## config.mk

```make
export PLATFORM = sky130hd
export DESIGN_NAME = hdng_err_pipe
export DESIGN_NICKNAME = d
export VERILOG_FILES = /design/src/rtl/hdng_err_pipe_pkg.sv /design/src/rtl/hdng_err_pipe_sat10.sv /design/src/rtl/hdng_err_pipe.sv
export SDC_FILE = /design/constraint.sdc
export NUM_CORES = 1
export LEC_CHECK = 0
export BUFFER_PORTS_ARGS = -buffer_cell sky130_fd_sc_hd__clkbuf_2
export CAP_MARGIN = 20
export CORE_UTILIZATION = 45
export DETAILED_ROUTE_END_ITERATION = 16
export PLACE_DENSITY = 0.66
export SLEW_MARGIN = 10
export SYNTH_ARGS = -nofsm -noshare
export SYNTH_HDL_FRONTEND = slang
export SYNTH_HIERARCHICAL = 1
export SYNTH_SLANG_ARGS = --single-unit
```

## constraint.sdc

```tcl
create_clock -name clk -period 1.5 [get_ports clk]
set_input_delay 0.225 -clock clk [delete_from_list [all_inputs] [get_ports clk]]
set_output_delay 0.225 -clock clk [all_outputs]
set_load 0.005 [all_outputs]
```

## src/rtl/hdng_err_pipe_pkg.sv

```systemverilog
// hdng_err_pkg: shared types and widths for the heading error stage.
//   err_state_t : settle FSM encoding (IDLE, SETTLE, RUN)
//   HDNG_W      : heading sample width (signed)
//   DIFF_W      : raw difference width, one bit wider than a heading
//   ERR_W       : saturated error width delivered to the PID terms
package hdng_err_pkg;
   localparam int ERR_W   = 10;
   localparam int HDNG_W  = 12;
   localparam int DIFF_W  = 13;
   localparam int ERR_MAX = 511;
   localparam int ERR_MIN = -512;

   typedef enum logic [1:0] {IDLE, SETTLE, RUN} err_state_t;
endpackage

```

## src/rtl/hdng_err_pipe_sat10.sv

```systemverilog
// sat10: combinational signed saturator, DIFF_W bits in -> ERR_W bits out.
//   diff : signed input value
//   sat  : diff clamped to [ERR_MIN, ERR_MAX]
module sat10
   import hdng_err_pkg::*;
(
   input  logic signed [DIFF_W-1:0] diff,
   output logic signed [ERR_W-1:0]  sat
);
   localparam logic signed [DIFF_W-1:0] HI = DIFF_W'(ERR_MAX);
   localparam logic signed [DIFF_W-1:0] LO = DIFF_W'(ERR_MIN);

   always_comb begin
      sat = diff[ERR_W-1:0];
      if (diff > HI)
         sat = ERR_W'(ERR_MAX);
      else if (diff < LO)
         sat = ERR_W'(ERR_MIN);
   end
endmodule

```

## src/rtl/hdng_err_pipe.sv

```systemverilog
// hdng_err_pipe: upstream error stage of the heading PID controller.
// Two-stage pipeline: stage 1 forms actl - dsrd, stage 2 saturates to 10
// bits. A settle FSM hides err_vld for SETTLE_SMPLS samples after moving
// rises so the integrator never sees start-up transients.
// Optional feature macro: HDNG_ERR_AVG_EN (4-sample moving average of the
// difference in stage 1; latency unchanged).
// Ports:
//   clk, rst_n : clock, asynchronous active-low reset
//   hdng_vld   : one-cycle strobe, new heading sample
//   actl_hdng  : signed measured heading
//   dsrd_hdng  : signed desired heading
//   moving     : motion enable; low returns the FSM to IDLE
//   err_sat    : signed saturated error, registered, updates in every state
//   err_vld    : one-cycle pulse qualifying err_sat downstream
//   settled    : high while the FSM is in RUN
module hdng_err_pipe
   import hdng_err_pkg::*;
#(
   parameter int SETTLE_SMPLS = 4
) (
   input  logic                     clk,
   input  logic                     rst_n,
   input  logic                     hdng_vld,
   input  logic signed [HDNG_W-1:0] actl_hdng,
   input  logic signed [HDNG_W-1:0] dsrd_hdng,
   input  logic                     moving,
   output logic signed [ERR_W-1:0]  err_sat,
   output logic                     err_vld,
   output logic                     settled
);
   localparam logic [7:0] CNT_LAST = 8'((SETTLE_SMPLS == 0) ? 0 : SETTLE_SMPLS - 1);

   err_state_t state, state_nxt;
   logic [7:0] cnt, cnt_nxt;

   logic vld_s1, vld_s2;
   logic signed [DIFF_W-1:0] diff_new, sat_in;
   logic signed [ERR_W-1:0]  sat_out;

   // 13-bit result of two sign-extended 12-bit values cannot overflow.
   assign diff_new = {actl_hdng[HDNG_W-1], actl_hdng} - {dsrd_hdng[HDNG_W-1], dsrd_hdng};

   always_ff @(posedge clk or negedge rst_n) begin
      if (!rst_n) vld_s1 <= 1'b0;
      else        vld_s1 <= hdng_vld;
   end

`ifdef HDNG_ERR_AVG_EN
   localparam int SUM_W = DIFF_W + 2;
   logic signed [DIFF_W-1:0] hist [4];
   logic signed [SUM_W-1:0]  sum_s1;

   // Running sum: add the newest diff, retire the one falling off the end.
   // History is flushed while idle so a restart never averages stale data.
   always_ff @(posedge clk or negedge rst_n) begin
      if (!rst_n) begin
         for (int i = 0; i < 4; i++) hist[i] <= '0;
         sum_s1 <= '0;
      end else if (state == IDLE) begin
         for (int i = 0; i < 4; i++) hist[i] <= '0;
         sum_s1 <= '0;
      end else if (hdng_vld) begin
         hist[0] <= diff_new;
         for (int i = 1; i < 4; i++) hist[i] <= hist[i-1];
         sum_s1 <= sum_s1 + {{2{diff_new[DIFF_W-1]}}, diff_new}
                          - {{2{hist[3][DIFF_W-1]}}, hist[3]};
      end
   end

   // sum >>> 2 always fits in DIFF_W bits; dropping the low bits is the shift.
   assign sat_in = sum_s1[SUM_W-1:2];
`else
   logic signed [DIFF_W-1:0] diff_s1;

   always_ff @(posedge clk or negedge rst_n) begin
      if (!rst_n)        diff_s1 <= '0;
      else if (hdng_vld) diff_s1 <= diff_new;
   end

   assign sat_in = diff_s1;
`endif

   sat10 u_sat (
      .diff (sat_in),
      .sat  (sat_out)
   );

   always_ff @(posedge clk or negedge rst_n) begin
      if (!rst_n) begin
         vld_s2  <= 1'b0;
         err_sat <= '0;
      end else begin
         vld_s2 <= vld_s1;
         if (vld_s1) err_sat <= sat_out;
      end
   end

   // Settle FSM
   always_ff @(posedge clk or negedge rst_n) begin
      if (!rst_n) begin
         state   <= IDLE;
         cnt     <= '0;
         settled <= 1'b0;
      end else begin
         state   <= state_nxt;
         cnt     <= cnt_nxt;
         settled <= (state_nxt == RUN);
      end
   end

   always_comb begin
      state_nxt = state;
      cnt_nxt   = cnt;
      case (state)
         IDLE: begin
            cnt_nxt = '0;
            if (moving) state_nxt = (SETTLE_SMPLS == 0) ? RUN : SETTLE;
         end
         SETTLE: begin
            // The sample that completes settling is still swallowed because
            // err_vld requires state == RUN in the cycle it is presented.
            if (vld_s2) begin
               if (cnt == CNT_LAST) begin
                  state_nxt = RUN;
                  cnt_nxt   = '0;
               end else begin
                  cnt_nxt = cnt + 8'd1;
               end
            end
         end
         RUN:     state_nxt = RUN;
         default: state_nxt = IDLE;
      endcase
      if (!moving) begin
         state_nxt = IDLE;
         cnt_nxt   = '0;
      end
   end

   // Live moving term kills a pulse in the very cycle motion stops.
   assign err_vld = vld_s2 && (state == RUN) && moving;
endmodule

```

## Yosys cells after proc, flatten, opt, wreduce, memory -nomap -nowiden

Index checks and enable logic that the tools add are counted.

- Register bits after elaboration: 36
- Bits of input ports: 28
- Output and inout port bits: 12
- Logic and storage cells: 31

- Add/sub/neg operators: 2
- $lt $le $gt $ge: 2
- Equality and inequality tests: 6
- Muxes and demuxes: 10
- Reductions and logical operators: 4

Operators by type and width:

| operator | count |
|---|---|
| 2-to-1 mux 8 bit | 3 |
| 2-to-1 mux 10 bit | 2 |
| one-hot mux 8 bit (2 select lines) | 1 |
| greater-than comparator 13 x 10 -> 1 bit (second input constant) | 1 |
| < comparator 13 x 10 -> 1 bit (second input constant) | 1 |
| subtractor 12 x 12 -> 13 bit | 1 |
| adder 8 x 1 -> 8 bit (second input constant) | 1 |
| equality test 8 x 2 -> 1 bit (second input constant) | 1 |
| 2-to-1 mux 2 bit | 3 |
| one-hot mux 2 bit (3 select lines) | 1 |
| equality test 2 bit (second input constant) | 2 |
| != test 3 x 1 -> 1 bit (second input constant) | 1 |
| != test 3 bit (second input constant) | 1 |
| equality test 2 x 1 -> 1 bit (second input constant) | 1 |
| logical AND 1 bit | 2 |
| zero test 2 bit | 1 |
| AND reduction 2 bit | 1 |

## Longest topological paths before layout

- Depth in word-level cells: 6
- Gate-level depth with buffers: 8
- Mapped depth without buffers: 8

## Hierarchy

The synthesis kept the hierarchy.

By module, submodules not included:

| module | times used | cells an instance | area each (um^2) | sequential area each (um^2) |
|---|---|---|---|---|
| hdng_err_pipe | 1 | 203 | 2031.9 | 900.9 |
| sat10 | 1 | 34 | 239.0 | 0.0 |

## Least setup slack after synthesis

No wires, ideal clock.

- Path type: input -> register
- Start point: input port actl_hdng[0]
- End point: register diff_s1[10]
- Library setup time: 0.126 ns
- Arrival time: 1.786 ns
- Required time: 1.374 ns
- Path slack: -0.412 ns
- Cell stages on the path: 8
- Buffers on the path: 0
- Cells stage by stage: inv_1 ha_1 fa_1 nand2b_1 a21oi_2 o21ai_1 mux2_1 a221o_1

- Longest elaborated chain between the ends: 1

Ends and longest elaborated chain:

| what | RTL line | RTL |
|---|---|---|
| start, declared | hdng_err_pipe.sv:24 | `input logic signed [HDNG_W-1:0] actl_hdng,` |
| subtractor 12 x 12 -> 13 bit | hdng_err_pipe.sv:41 | `assign diff_new = {actl_hdng[HDNG_W-1], actl_hdng} - {dsrd_hdng[HDNG_W-1], dsrd_hdng};` |
| end signal, assigned | hdng_err_pipe.sv:77 | `else if (hdng_vld) diff_s1 <= diff_new;` |
| end, declared | hdng_err_pipe.sv:73 | `logic signed [DIFF_W-1:0] diff_s1;` |

Every way passes these cells.
A chain may end at the register's enable or synchronous reset.

## Worst setup path in the final report

Same ends and word-level chain as after synthesis.

==> impl_metrics.ini <==
[status]
status = finished with violations
failed_checks = setup timing

[global_routing]
grt_max_degree = 20
grt_antenna_before_repair = 0
grt_pass1_wl_um = 7610
grt_pass1_vias = 1772
grt.overflow.total = 0
grt_usage_pct = 18.3

[layout]
area_delta_synth_final_pct = 28.5
stdcell_count = 369
fin_area_mm2 = 0.00292
layout-drive-gt1-share_pct = 37.4
fillers = 423
num_antenna_cells = 0
nets = 346

[logic_synthesis]
syn_inst = 237
syn-mean-instance-area_um2 = 9.58
synth_nets = 279
synthTopCellsByArea = dfrtp_1, mux2_2, ha_1
yosysTopAreaCell = dfrtp_1
ys_types = 42
synth.top_cell.area_share_pct = 39.7
ys_seq_elements = 36
synth_area_mm2 = 0.00227
yosysWarnings = 6
ys_seq_area_share_pct = 39.7

[timing]
tightest_slew_ns = 0.509
skew_ns = 0.00261
whs_ns = 0.236
fin_crit_ns = 1.60
layout_setup_ws_ns = -0.102
setup_viol = 3
layout_worst_path_cycle_share_pct = 107
final-hold-violation-count = 0
rsz0062_at_grt = true
slew-limit-headroom_pct = 66.1
drv_slew = 0
fmax_mhz = 624

[floorplan]
io_pins = 40
die_h_um = 73.0
core_mm2 = 0.00479
die_w_um = 73.0
fp-row-count = 25
die_area_mm2 = 0.00533
initial_core_util_pct = 47.5

[power_and_ir_drop]
p_sw_w = 0.000806
total_power_w = 0.00269
pwr-share-clk_pct = 21.7
power_frac_comb_pct = 30.0
vdd_ir_drop_max_mv = 0.450
power.internal_w = 0.00188
power.leakage_nw = 1.38
p_per_area_mw_per_mm2 = 921
swShare_pct = 30.0
pwr-share-seq_pct = 48.3

[placed_design]
place_area_mm2 = 0.00278
dp_cells = 362
io_buffer_count = 39
hpwl_um = 3340
gp_congestion = 0.832

[route]
vias = 1884
routed_wl_um = 4290
viasPerCell = 5.11
antenna_left = 0
drt_iter0_markers = 50
routedWlPerCell_um = 11.6
dr.pass1.iters = 4
drc = 0

[setup_path]
worstSetupPathType = primary input to register
crit_required_ns = 1.66
crit_path_max_incr_delay_ns = 0.34
crit_arrival_ns = 1.76
critPathCaptureType = register
crit_path_top_delay_cell = fa_2
startpoint_type = primary input
cp_cell_sequence = buf_8 > inv_8 > ha_4 > fa_2 > nand2b_4 > a21oi_4 > o21ai_2 > mux2_4 > a221o_1
worstPathMaxFanout = 3

[clock_tree]
cts_buffers = 5
clockRootBuffer = clkbuf_8
worstSkewPairLatency_ns = 0.28
clockBufferDepth = 2
cts_sinks = 36
clk_pin_slew_worst_paths_ns = 0.06
htreeDepth = 2
cts_tree = yes

[min_path]
worst_hold_path_type = primary input to register

[run]
cap_violations = 0
==> cells in the mapped netlist, drive strengths merged <==
cell type and number:
nor3b 1, o31ai 2, nor3 14, nor4 10, dfrtp 36, ha 13
mux2i 1, and3 2, xnor2 4, nand2 21, o21a 4, mux2 18
o211a 1, a21boi 11, xor2 9, nor2 15, clkbuf 3, buf 7
nand4 7, and4b 1, o21ai 14, a21oi 11, a31oi 1, nor2b 3
a211o 1, a21o 1, nand2b 1, fa 1, a221o 1, a2111oi 1
inv 18, nand3 3, o211ai 1
==> per-layer routing <==
| metal | global-route usage [%] | vias to the layer above | wire (µm) |
|---|---|---|---|
| met5 | 0 | - | 0 |
| met4 | 7.41 | 0 | 32 |
| li1 | - | 970 | - |
| met2 | 28.9 | 45 | 2040 |
| met1 | 24.5 | 866 | 2080 |
| met3 | 3.45 | 3 | 143 |
==> power groups by stage <==
| stage | Combinational, W | Clock [W] | Sequential, W |
|---|---|---|---|
| final | 0.000806 | 0.000585 | 0.00130 |
| after detailed placement | 0.000789 | 0 | 0.00131 |
| after CTS | 0.000800 | 0.000616 | 0.00129 |
| after global placement | 0.000775 | 0 | 0.00130 |
| after global routing | 0.000906 | 0.000655 | 0.00132 |
| after floorplan | 0.000559 | 0 | 0.00124 |
==> sequential cells by signal, indices dropped and copies added, names as in the netlist <==
| name | flops |
|---|---|
| cnt | 8 |
| vld_s1 | 1 |
| diff_s1 | 13 |
| vld_s2 | 1 |
| state | 2 |
| settled | 1 |
| err_sat | 10 |
==> placed cells by master (no fill, tap or decap), types with 2 or more instances in the layout <==
master and instances:
inv_1 17, o21ai_2 3, a21boi_0 9, clkbuf_2 37, mux2_2 17, and3_1 2
nor4_2 2, o21a_1 4, o21ai_1 3, buf_4 29, o21ai_0 8, dfrtp_1 35
nand3_1 3, xor2_1 9, ha_4 2, clkbuf_8 5, nand2_1 21, a21oi_1 7
nor4_1 8, nor2b_1 3, ha_1 11, nor3_1 14, nor2_1 15, nand4_1 7
xnor2_1 4, a21oi_2 3
==> per-stage QoR <==
step                      worst slack, ns  TNS [ns]  utilization (%)
after floorplan                    -0.284    -0.648                -
after global placement             -0.467     -2.54             58.0
after detailed placement           -0.504     -2.87             58.0
after CTS                          -0.125    -0.213             60.0
after global routing               -0.126    -0.466             61.0
final                              -0.102    -0.119             61.0
==> layout make-up <==
class                           instances  area [µm²]  area share, %
Sequential cell                        36         902           30.9
Clock buffer                            5        68.8           2.36
Multi-Input combinational cell        173        1330           45.6
Tap cell                               67        83.8           2.87
Inverter                               18        75.1           2.57
Timing Repair Buffer                   70         459           15.7
==> timing repair <==
item,CTS,global route
pin swaps,2,6
endpoints found under the setup margin,5,19
endpoints found under the hold margin,17,0
buffers inserted,0,1
hold buffers,1,0
gates resized for setup,2,12
==> worst max-delay path, delay by kind of cell <==
| family | cells | cell delay [ns] |
|---|---|---|
| AND/OR/NAND/NOR | 1 | 0.16 |
| buffers and inverters | 2 | 0.10 |
| adder cells (fa/ha/maj) | 2 | 0.48 |
| AO/OA/AOI/OAI | 3 | 0.50 |
| multiplexers | 1 | 0.29 |
==> cell families after synthesis <==
group / count (synthesis) / share of synthesized area [%]
AND/OR/NAND/NOR: 78 / 17.1
AO/OA/AOI/OAI: 49 / 15.2
flip-flops: 36 / 39.7
buffers and inverters: 28 / 5.67
multiplexers: 19 / 9.37
adder cells (fa/ha/maj): 14 / 8.04
XOR/XNOR: 13 / 5.01
==> final timing paths <==
kind	start	cells past startpoint	end	slack [ns]
worst max-delay path	actl_hdng[0]	9	diff_s1[10]$_DFFE_PN0P_	-0.10
worst max register to register	diff_s1[11]$_DFFE_PN0P_	3	err_sat[5]$_DFFE_PN0P_	0.06
min in group asynchronous	rst_n	2	err_sat[4]$_DFFE_PN0P_	0.43
worst min-delay path	moving	2	settled$_DFF_PN0_	0.24
worst min register to register	err_sat[0]$_DFFE_PN0P_	1	err_sat[0]$_DFFE_PN0P_	0.51
max in group asynchronous	rst_n	3	state[1]$_DFF_PN0_	0.61
Power figures use the tool's default switching activity.
